`src/rtl/lif_pkg.sv`:
```
// Shared helpers for the LIF datapath: saturation limits, saturating add and
// shift-parameter clamping, used by the synapse driver and the neuron array.
package lif_pkg;

    function automatic logic signed [63:0] max_pos(input int w);
        return (64'sd1 <<< (w - 1)) - 64'sd1;
    endfunction

    function automatic logic signed [63:0] min_neg(input int w);
        return -(64'sd1 <<< (w - 1));
    endfunction

    // Keeps a decay shift inside 1..w-1 so a bad parameter can never zero or wrap the shifter
    function automatic int clamp_shift(input int s, input int w);
        if (s < 1) begin
            return 1;
        end
        if (s > w - 1) begin
            return w - 1;
        end
        return s;
    endfunction

    function automatic logic signed [63:0] sat_add(
        input logic signed [63:0] a,
        input logic signed [63:0] b,
        input int                 w
    );
        logic signed [63:0] sum;
        sum = a + b;
        if (sum > max_pos(w)) begin
            return max_pos(w);
        end
        if (sum < min_neg(w)) begin
            return min_neg(w);
        end
        return sum;
    endfunction

endpackage

```
`src/rtl/lif_synapse_driver_rr_arbiter.sv`:
```
// Round-robin arbiter: one grant per cycle, search begins at the internal
// pointer, which advances past the winner and holds when nothing is requested.
module rr_arbiter #(
    parameter int N = 8
) (
    input  logic                 clk,
    input  logic                 rst,
    input  logic [N-1:0]         i_req,
    output logic [N-1:0]         o_grant,
    output logic [$clog2(N)-1:0] o_grant_idx
);

    localparam int IW = $clog2(N);

    logic [IW-1:0] r_ptr;
    logic          w_found;
    int            w_cand;
    logic [IW-1:0] w_candIdx;

    always_comb begin
        o_grant     = '0;
        o_grant_idx = '0;
        w_found     = 1'b0;
        w_cand      = 0;
        w_candIdx   = '0;
        for (int off = 0; off < N; off++) begin
            w_cand = int'(r_ptr) + off;
            if (w_cand >= N) begin
                w_cand = w_cand - N;
            end
            w_candIdx = w_cand[IW-1:0];
            if (!w_found && i_req[w_candIdx]) begin
                w_found              = 1'b1;
                o_grant[w_candIdx]   = 1'b1;
                o_grant_idx          = w_candIdx;
            end
        end
    end

    always_ff @(posedge clk or posedge rst) begin
        if (rst) begin
            r_ptr <= '0;
        end else if (w_found) begin
            if (int'(o_grant_idx) == N - 1) begin
                r_ptr <= '0;
            end else begin
                r_ptr <= o_grant_idx + 1'b1;
            end
        end
    end

endmodule

```
`src/rtl/lif_synapse_driver.sv`:
```
// Presynaptic front end: latches spikes, serializes them round-robin and folds
// each granted weight into a leaky, saturating synaptic-current register.
module lif_synapse_driver
    import lif_pkg::*;
#(
    parameter int WIDTH        = 16,
    parameter int N_IN         = 8,
    parameter int TAU_SHIFT    = 3,
    parameter int DECAY_PERIOD = 4,
    parameter int CNT_W        = 8
) (
    input  logic                       clk,
    input  logic                       rst,
    input  logic [N_IN-1:0]            i_spike_in,
    input  logic                       i_w_we,
    input  logic [$clog2(N_IN)-1:0]    i_w_addr,
    input  logic signed [WIDTH-1:0]    i_w_data,
    output logic signed [WIDTH-1:0]    o_I_out,
    output logic                       o_busy,
    output logic [CNT_W-1:0]           o_drop_count
);

    localparam int AW  = $clog2(N_IN);
    localparam int TS  = clamp_shift(TAU_SHIFT, WIDTH);
    localparam int DCW = (DECAY_PERIOD > 1) ? $clog2(DECAY_PERIOD) : 1;

    logic [N_IN-1:0]         r_pend;
    logic [DCW-1:0]          r_dc;
    logic signed [WIDTH-1:0] r_weight [N_IN];
    logic signed [WIDTH-1:0] r_current;
    logic [CNT_W-1:0]        r_dropCount;

    logic [N_IN-1:0]         w_grant;
    logic [AW-1:0]           w_grantIdx;
    logic                    w_anyGrant;
    logic                    w_tick;
    logic                    w_drop;
    logic signed [WIDTH-1:0] w_grantWeight;
    logic signed [WIDTH+1:0] w_curExt;
    logic signed [WIDTH+1:0] w_decay;
    logic signed [WIDTH+1:0] w_base;
    logic signed [WIDTH+1:0] w_addTerm;
    logic signed [WIDTH-1:0] w_next;

    rr_arbiter #(
        .N(N_IN)
    ) u_arbiter (
        .clk        (clk),
        .rst        (rst),
        .i_req      (r_pend),
        .o_grant    (w_grant),
        .o_grant_idx(w_grantIdx)
    );

    assign w_anyGrant   = |w_grant;
    assign w_tick       = (int'(r_dc) == DECAY_PERIOD - 1);
    assign w_drop       = |(i_spike_in & r_pend & ~w_grant);
    assign o_busy       = |r_pend;
    assign o_I_out      = r_current;
    assign o_drop_count = r_dropCount;

    // Decay is taken from the pre-add value so a tick and a grant in the same cycle compose
    always_comb begin
        w_grantWeight = r_weight[w_grantIdx];
        w_curExt      = {{2{r_current[WIDTH-1]}}, r_current};
        w_decay       = w_tick ? (w_curExt >>> TS) : '0;
        w_base        = w_curExt - w_decay;
        w_addTerm     = w_anyGrant ? {{2{w_grantWeight[WIDTH-1]}}, w_grantWeight} : '0;
        w_next        = WIDTH'(sat_add({{(62-WIDTH){w_base[WIDTH+1]}}, w_base},
                                       {{(62-WIDTH){w_addTerm[WIDTH+1]}}, w_addTerm},
                                       WIDTH));
    end

    always_ff @(posedge clk or posedge rst) begin
        if (rst) begin
            r_pend      <= '0;
            r_dc        <= '0;
            r_current   <= '0;
            r_dropCount <= '0;
        end else begin
            r_pend    <= (r_pend & ~w_grant) | i_spike_in;
            r_dc      <= w_tick ? '0 : r_dc + 1'b1;
            r_current <= w_next;
            if (w_drop && (r_dropCount != {CNT_W{1'b1}})) begin
                r_dropCount <= r_dropCount + 1'b1;
            end
        end
    end

    // A write landing on the index being granted only takes effect for later grants
    always_ff @(posedge clk or posedge rst) begin
        if (rst) begin
            for (int i = 0; i < N_IN; i++) begin
                r_weight[i] <= '0;
            end
        end else if (i_w_we && (int'(i_w_addr) < N_IN)) begin
            r_weight[i_w_addr] <= i_w_data;
        end
    end

endmodule

```
`config.mk`:
```
export PLATFORM = sky130hd
export DESIGN_NAME = lif_synapse_driver
export DESIGN_NICKNAME = d
export VERILOG_FILES = /design/src/rtl/lif_pkg.sv /design/src/rtl/lif_synapse_driver_rr_arbiter.sv /design/src/rtl/lif_synapse_driver.sv
export SDC_FILE = /design/constraint.sdc
export NUM_CORES = 1
export LEC_CHECK = 0
export CAP_MARGIN = 20
export CORE_MARGIN = 1.5
export CORE_UTILIZATION = 66
export DETAILED_ROUTE_END_ITERATION = 10
export GPL_TIMING_DRIVEN = 0
export PLACE_DENSITY_LB_ADDON = 0.05
export SLEW_MARGIN = 30
export SYNTH_ARGS = -nofsm -noshare
export SYNTH_HDL_FRONTEND = slang
export SYNTH_SLANG_ARGS = --single-unit
```
`constraint.sdc`:
```
create_clock -name clk -period 9.8 [get_ports clk]
set_input_delay 1.47 -clock clk [delete_from_list [all_inputs] [get_ports clk]]
set_output_delay 1.47 -clock clk [all_outputs]
set_load 0.005 [all_outputs]
```
# Word-level counts from Yosys, hierarchy flattened
# Index checks and enable logic that the tools add are counted.
dict set report totals {
  input_bits 30
  wordCells 187
  register_bits 165
}
dict set report op_classes {
  n_reduce_logical 27
  magnitude_cmp 29
  n_bitwise 14
  n_addsub 20
  muxes 81
  eq_ne 3
}
# cell count
set op_table {}
lappend op_table {{$bwmux 128} 1}
lappend op_table {{$mux 16} 7}
lappend op_table {{$mux 8} 8}
lappend op_table {{$or 8x8->8} 8}
lappend op_table {{$mux 3} 17}
lappend op_table {{$bmux 16 s3} 1}
lappend op_table {{$demux 16 s3} 1}
lappend op_table {{$ge 4x4->1 const B} 9}
lappend op_table {{$lt 3x4->1 const B} 8}
lappend op_table {{$mux 1} 27}
lappend op_table {{$and 8x8->8} 3}
lappend op_table {{$bmux 1 s3} 8}
lappend op_table {{$demux 1 s3} 8}
lappend op_table {{$ge 3x1->1 const B} 8}
lappend op_table {{$reduce_or 8->1} 3}
lappend op_table {{$sub 3x1->3 const B} 8}
lappend op_table {{$add 17x18->19} 1}
lappend op_table {{$gt 19x16->1 const B} 1}
lappend op_table {{$lt 19x16->1 const B} 1}
lappend op_table {{$mux 18} 1}
lappend op_table {{$logic_and 1x1->1} 17}
lappend op_table {{$sub 16x16->17} 1}
lappend op_table {{$add 3x3->4 const B} 4}
lappend op_table {{$mux 15} 1}
lappend op_table {{other kinds (14)} 22}

# Longest topological paths before layout
# Gate-level depths: netlist of run 1.
dict set report logic_depth {
  word_depth 37
  ltp_mapped 33
}

# Hierarchy
# From an unflattened synthesis of run 1, not the netlist that was laid out.
dict set report hier_totals {
  cells_unflattened 832
  area_unflattened_um2 10122.2
}
# module n_inst seq_area_each_um2 cells_each area_each_um2
set modules_own_cells {}
lappend modules_own_cells {lif_synapse_driver 1 4053.9 646 8535.7}
lappend modules_own_cells {rr_arbiter 1 75.1 186 1586.5}

# Worst setup path after synthesis of run 1
# No wires, ideal clock.
dict set report synth_path {
  path_type {register to register}
  startpoint {reg u_arbiter.r_ptr[0]}
  endpoint {reg r_current[10] (netlist: o_I_out[10])}
  t_arrival_ns 6.461
  setup_time_ns 0.138
  path_slack_ns 3.201
  required_ns 9.662
  path_buffers 6
  path_stages_with_launch 30
  cell_sequence {dfrtp_1 > buf_6 > buf_2 > inv_1 > ha_1 > buf_2 > mux4_2 > mux2_4 > nor3_2 > nor2_1 > o211a_1 > a41oi_4 > buf_4 > buf_6 > mux2i_1 > a21oi_1 > a22o_1 > fa_1 > fa_1 > a21oi_1 > o21bai_1 > a21oi_1 > o311ai_1 > o311ai_0 > o21ai_1 > nor4_1 > nor3b_1 > nand3_1 > clkbuf_1 > o21ai_0}
}
dict set report synth_via {
  elab_chain_len 37
}
# item line
set synth_rtl {}
lappend synth_rtl {{from (decl)} lif_synapse_driver_rr_arbiter.sv:15} ;# logic [IW-1:0] r_ptr;
lappend synth_rtl {{from (signal assigned)} lif_synapse_driver_rr_arbiter.sv:47} ;# r_ptr <= o_grant_idx + 1'b1;
lappend synth_rtl {{branches (longest 30 deep; another with $add 3x1->4)} --}
lappend synth_rtl {{$mux 18 *} lif_synapse_driver.sv:68} ;# w_addTerm = w_anyGrant ? {{2{w_grantWeight[WIDTH-1]}}, w_grantWeight} : '0;
lappend synth_rtl {{$add 17x18->19 *} lif_pkg.sv:30} ;# sum = a + b;
lappend synth_rtl {{$lt 19x16->1} lif_pkg.sv:34} ;# if (sum < min_neg(w)) begin
lappend synth_rtl {{$mux 1 (2 in a row)} lif_pkg.sv:34}
lappend synth_rtl {{$mux 16} lif_pkg.sv:37} ;# return sum;
lappend synth_rtl {{$mux 16 *} lif_pkg.sv:34}
lappend synth_rtl {{named net w_next[10]} lif_synapse_driver.sv:43} ;# logic signed [WIDTH-1:0] w_next;
lappend synth_rtl {{to (signal assigned)} lif_synapse_driver.sv:83} ;# r_current <= w_next;
lappend synth_rtl {{to (decl)} lif_synapse_driver.sv:30} ;# logic signed [WIDTH-1:0] r_current;
# Mark *: on every way through the listed nets, which the timed path passes. The select of a mux whose other input is x is not followed.
# A chain may end at the register's enable or synchronous reset.

# Worst setup path after layout of run 1
dict set report layout_path {
  startpoint {reg u_arbiter.r_ptr[0]}
  endpoint {reg r_current[12] (netlist: o_I_out[12])}
}
# Same word-level chain as after synthesis.

==> results of run 1 <==
==> registers in the layout, indices dropped and copies added, names as in the netlist <==
signal           count
o_drop_count         8
u_arbiter.r_ptr      3
r_weight           128
r_dc                 2
r_pend               8
o_I_out             16
==> logic make-up (layout without fill, tap and decap cells) <==
family / Yosys count / in the layout / share of synthesized area [%]
AOI/OAI and AO/OA: 216 / 216 / 14.89
and+or+nand+nor: 215 / 215 / 11.15
muxes: 196 / 196 / 21.69
DFF: 165 / 165 / 39.27
buffers and inverters: 114 / 194 / 4.986
adders and majority gates: 43 / 43 / 6.188
xor gates and xnor gates: 21 / 21 / 1.821
==> how the worst min path moves through the flow <==
| stage | startpoint | to | slack [ns] | depth (start not counted) |
|---|---|---|---|---|
| 6_report | r_dc[0] | r_dc[0] | 0.43 | 1 |
| 5_1_grt | r_dc[0] | r_dc[0] | 0.44 | 1 |
| 4_1_cts | r_dc[0] | r_dc[0] | 0.43 | 1 |
| 3_5_place_dp | r_dc[0] | r_dc[0] | 0.42 | 1 |
| 3_3_place_gp | r_dc[0] | r_dc[0] | 0.42 | 1 |
| 2_1_floorplan | r_dc[0] | r_dc[0] | 0.40 | 1 |
==> critical path, delay by kind of cell, from the launching register on <==
family	cells	cell delay [ns]
compound gates	12	3.33
buf+inv	7	1.69
simple gates	7	1.64
fa+ha+maj	4	1.17
flops	1	0.39
mux	1	0.14
==> stage by stage <==
stage                     hold WS (ns)  utilization, %  area [µm²]
after floorplan                 0.4031               -       10510
after global placement          0.4167           73.37       11280
after detailed placement        0.4236           73.73       11330
after CTS                       0.4324           77.48       11910
after global routing            0.4413           77.48       11910
final                           0.4334           77.48       11910
==> cells in the final DEF (no fill, tap or decap), drive strengths merged, types with 9 or more instances in the layout <==
cell and n:
dfrtp 165, mux2 136, a21oi 56, inv 55, clkbuf 53, clkdlybuf4s50 50
mux2i 49, nand2 42, nor2b 40, a211oi 37, nor2 32, nand3 30
ha 28, buf 28, o21ai 27, a22oi 16, fa 15, xnor2 14
and2 14, nor3 14, mux4 11, nor4 10, a21o 9
==> routing by layer <==
layer / up-vias / part of all wire, % / wire length, µm
met5: - / 0 / 0
met4: 0 / 2.5 / 640
met3: 51 / 6.7 / 1756
met2: 291 / 48 / 12500
met1: 4062 / 43 / 11200
li1: 3715 / - / -
==> cell type report <==
type                            instances  area share, %
Tap cell                              211          2.217
Multi-Input combinational cell        691          49.38
Clock buffer                           19          3.803
Buffer                                 61          2.732
Timing Repair Buffer                   51          4.434
Inverter                               53          1.734
Clock inverter                         10          1.030
Sequential cell                       165          34.67
==> results.toml, run 1 <==
[timing]
setup_violations = 0
min_period_over_period_pct = 87.44
period_needed_ns = 8.569
hold_viol = 0
tns_ns = 0
setup_slack_ns = 1.231
max_freq_ghz = 0.1167
clock_skew_ns = 0.008873
slew_headroom_pct = 45.23
tightest_slew_ns = 0.8216
grt_setup_unrepaired = "no"
slew_viol_final = 0

[grt]
grt_max_degree = 88
globalRouteMet3Util_pct = 6.978
first_global_vias = 8225
grt_remaining_overflow = 0
gr-usage-all-layers_pct = 33.27
grt_first_pass_wirelength_um = 42530
grt.met1_usage_pct = 44.04
grt-busiest-layer = "met2"
use_met2_pct = 53.97
antenna_found_initial = 0

[floorplan]
dieHeight_um = 129.2
start_util_pct = 68.40
dieWidth_um = 129.2
fp-row-count = 45
core-area_um2 = 15370
dieArea_um2 = 16700
ios = 55

[worst_setup_path]
reg2reg_to = "o_I_out[12]"
reg2reg_from = "u_arbiter.r_ptr[0]"
cp-endpoint = "o_I_out[12]"
endpoint_kind = "register"
slowest_stage = "o211ai_1"
reg2reg_slack_ns = 1.23
crit_arrival_ns = 8.83
cp_data_required_time_ns = 10.07
cp-startpoint = "u_arbiter.r_ptr[0]"
cpPeakStageDelay_ns = 0.69
path_max_fanout = 10
path_class = "register to register"
reg2reg_depth = 31
start_kind = "register"

[clock_tree]
h-tree-depth = 4
postCtsSetupBuffers = 0
cts_buffer_depth = 2
cts_root_buffer = "clkbuf_16"
post_cts_resized = 0
clk_latency_ns = 0.43
ctsHoldBuffers = 0
cts_tree = "yes"
cts.clk_slew.worst_paths_ns = 0.06
clock_sinks = 165
numCtsBuffers = 17

[yosys]
synth_cells = 970
synth.area.top_cells = "dfrtp_1 (39%), mux2_2 (14%), mux2i_1 (4.6%)"
synth_top_area_cell = "dfrtp_1"
synth.yosys.seq_area_share_pct = 39.27
synthTopCellsByCount = "dfrtp_1 (165), mux2_2 (132), a21oi_1 (56)"
async_reset_ff_share_pct = 100.0
syn_area_per_cell_um2 = 10.84
synth_seq_cells = 165
synth_top_flop_cell = "dfrtp_1"
syn_nets = 1043
yosysWarnings = 0
synth_top_area_share_pct = 39.27
yosysMostFrequentCell = "dfrtp_1"
synth_edf_count = 0
synth_area_um2 = 10510
ys_types = 77

[status]
status = "finished, final reports clean"

[detailed_routing]
dr.pass1.iters = 5
wl_um = 26100
viasPerCell = 6.439
drc = 0
num_vias = 8119
initialDrtViolationCount = 687
wire_per_inst_um = 20.70
postRouteAntennaNets = 0

[layout]
area_growth_pct = 13.27
seqCellArea_um2 = 4129
multi_input_area_um2 = 5881
fillers = 1079
antenna_cells = 0
layout-drive-gt1-share_pct = 21.81
fin_nets = 1113
layout.cells.non_filler = 1261

[placed_design]
gp_congestion = 0.9371
io_buffers = 50
dp.cells = 1232
hpwl_um = 18530
dp_slack_ns = 1.558

[run]
max-cap-violations = 0

[min_path]
min_path_type = "register to register"
Power of run 1 is left out: the tool's default activity adds up to more than one toggle a clock period on the data nets, which glitch-free logic cannot reach.
==> inputs of run 2 (changes only) <==
--- a/config.mk
+++ b/config.mk
@@ -11,6 +11,7 @@
 export DETAILED_ROUTE_END_ITERATION = 10
 export GPL_TIMING_DRIVEN = 0
 export PLACE_DENSITY_LB_ADDON = 0.05
+export REMOVE_ABC_BUFFERS = 1
 export SLEW_MARGIN = 30
 export SYNTH_ARGS = -nofsm -noshare
 export SYNTH_HDL_FRONTEND = slang
==> run 2 against run 1 <==
Effect of this change: first-iteration DRC count shrank 9.5%; sequential share of layout area shrank 0.34 points; count of clock-buffer cells in the layout shrank 2; via count shrank 0.76%; die area is the same; critical endpoint unchanged.
==> results.toml, run 2 (synthesis gave the netlist of run 1 again) <==
[layout]
layout.cells.non_filler = 1234
final_cell_mix = "dfrtp_1 (163), mux2_2 (132), a21oi_1 (56)"
top_register = "r_weight"
antenna_cells = 0
area_growth_pct = 14.45
fin_nets = 1084
layout-drive-gt1-share_pct = 23.07
fin_util_pct = 78.28
fillers = 950
final_cell_area_um2 = 12030
layout.cells.most_common = "dfrtp_1"
largest_register_ffs = 128

[min_path]
min_path_type = "register to register"
hold_end = "r_dc[0]"
hold_depth = 1
hold_start = "r_dc[0]"

[grt]
gr-usage-all-layers_pct = 33.71
grt_remaining_overflow = 0
antenna_found_initial = 0
first_global_vias = 8039
grt_first_pass_wirelength_um = 42790
grt_max_degree = 88

[timing]
slew_viol_final = 0
setup_slack_ns = 1.122
period_needed_ns = 8.678
slew_headroom_pct = 40.28
hold_viol = 0
setup_violations = 0
max_freq_ghz = 0.1152
clock_skew_ns = 0.01099
tightest_slew_ns = 0.8905
grt_setup_unrepaired = "no"
min_period_over_period_pct = 88.55

[placed_design]
io_buffers = 54
dp_slack_ns = 0.9909
place_area_um2 = 11440
hpwl_um = 18650
gp_congestion = 0.9421
dp.cells = 1203

[worst_setup_path]
reg2reg_depth = 23
reg2reg_from = "u_arbiter.r_ptr[0]"
crit_arrival_ns = 9.00
reg2reg_slack_ns = 1.12
endpoint_kind = "register"
reg2reg_to = "o_I_out[12]"
path_buf_inv = 2
path_max_fanout = 20
start_kind = "register"
path_cells = "inv_1, ha_1, mux4_2, mux2_2, nor4_1, nor2b_1, nor2_1, a21oi_1, nor2b_2, buf_6, a22o_1, fa_1, ha_1, a21oi_1, o21bai_1, a21oi_1, o311ai_1, o311ai_0, o21ai_1, nor4_1, nor3b_1, nand3_1, o21ai_0"
cp_data_required_time_ns = 10.12
cpPeakStageDelay_ns = 0.85
cpMostUsedCell = "a21oi_1"
path_class = "register to register"
crit_family = "compound AO/OA/AOI/OAI gates"
slowest_stage = "ha_1"

[detailed_routing]
initialDrtViolationCount = 622
drc = 0
wl_um = 26820
num_vias = 8057
postRouteAntennaNets = 0
viasPerCell = 6.529
wire_per_inst_um = 21.73
dr.pass1.iters = 5

[clock_tree]
ctsHoldBuffers = 0
cts_tree = "yes"
h-tree-depth = 4
cts_root_buffer = "clkbuf_16"
postCtsSetupBuffers = 0
clock_sinks = 165
numCtsBuffers = 17
cts_buffer_depth = 2
post_cts_resized = 0
clk_latency_ns = 0.44
cts.clk_slew.worst_paths_ns = 0.07

[floorplan]
dieWidth_um = 129.2
fp-row-count = 45
dieHeight_um = 129.2
core-area_um2 = 15370
start_util_pct = 68.40
ios = 55
dieArea_um2 = 16700

[status]
status = "finished, final reports clean"

[run]
max-cap-violations = 0
[run 2: final cells by class]
type	instances	area [µm²]	share of cell area (%)
multi-input combinational	691	5904	49.07
sequential	165	4131	34.33
timing repair buffer	83	935.9	7.778
clock buffer	17	425.4	3.535
tap	211	264.0	2.194
inverter	53	206.4	1.716
clock inverter	14	165.2	1.373
[run 2: layer usage]
layer | routed length [µm] | track usage (%) | up-vias
met5 | 0 | 0 | -
met4 | 439 | 10.84 | 0
met3 | 1777 | 6.771 | 48
met2 | 13040 | 54.47 | 309
met1 | 11560 | 46.06 | 4045
li1 | - | - | 3655
[run 2: worst max-delay path by stage]
stage	cells past startpoint	from	to	slack, ns
global placement	24	u_arbiter.r_ptr[0]	o_I_out[12]	-4.63
floorplan	23	u_arbiter.r_ptr[0]	o_I_out[10]	-0.65
detailed placement	28	u_arbiter.r_ptr[1]	o_I_out[12]	0.99
global route	28	u_arbiter.r_ptr[0]	o_I_out[12]	0.54
CTS	28	u_arbiter.r_ptr[1]	o_I_out[12]	0.85
finish	23	u_arbiter.r_ptr[0]	o_I_out[12]	1.12
[run 2: metrics by stage]
step / setup TNS (ns) / hold slack, ns
after floorplan: -9.582 / 0.4031
after global placement: -76.21 / 0.4154
after detailed placement: 0 / 0.4199
after CTS: 0 / 0.4298
after global routing: 0 / 0.4415
final: 0 / 0.4278
Power of run 2 is left out for the same reason.
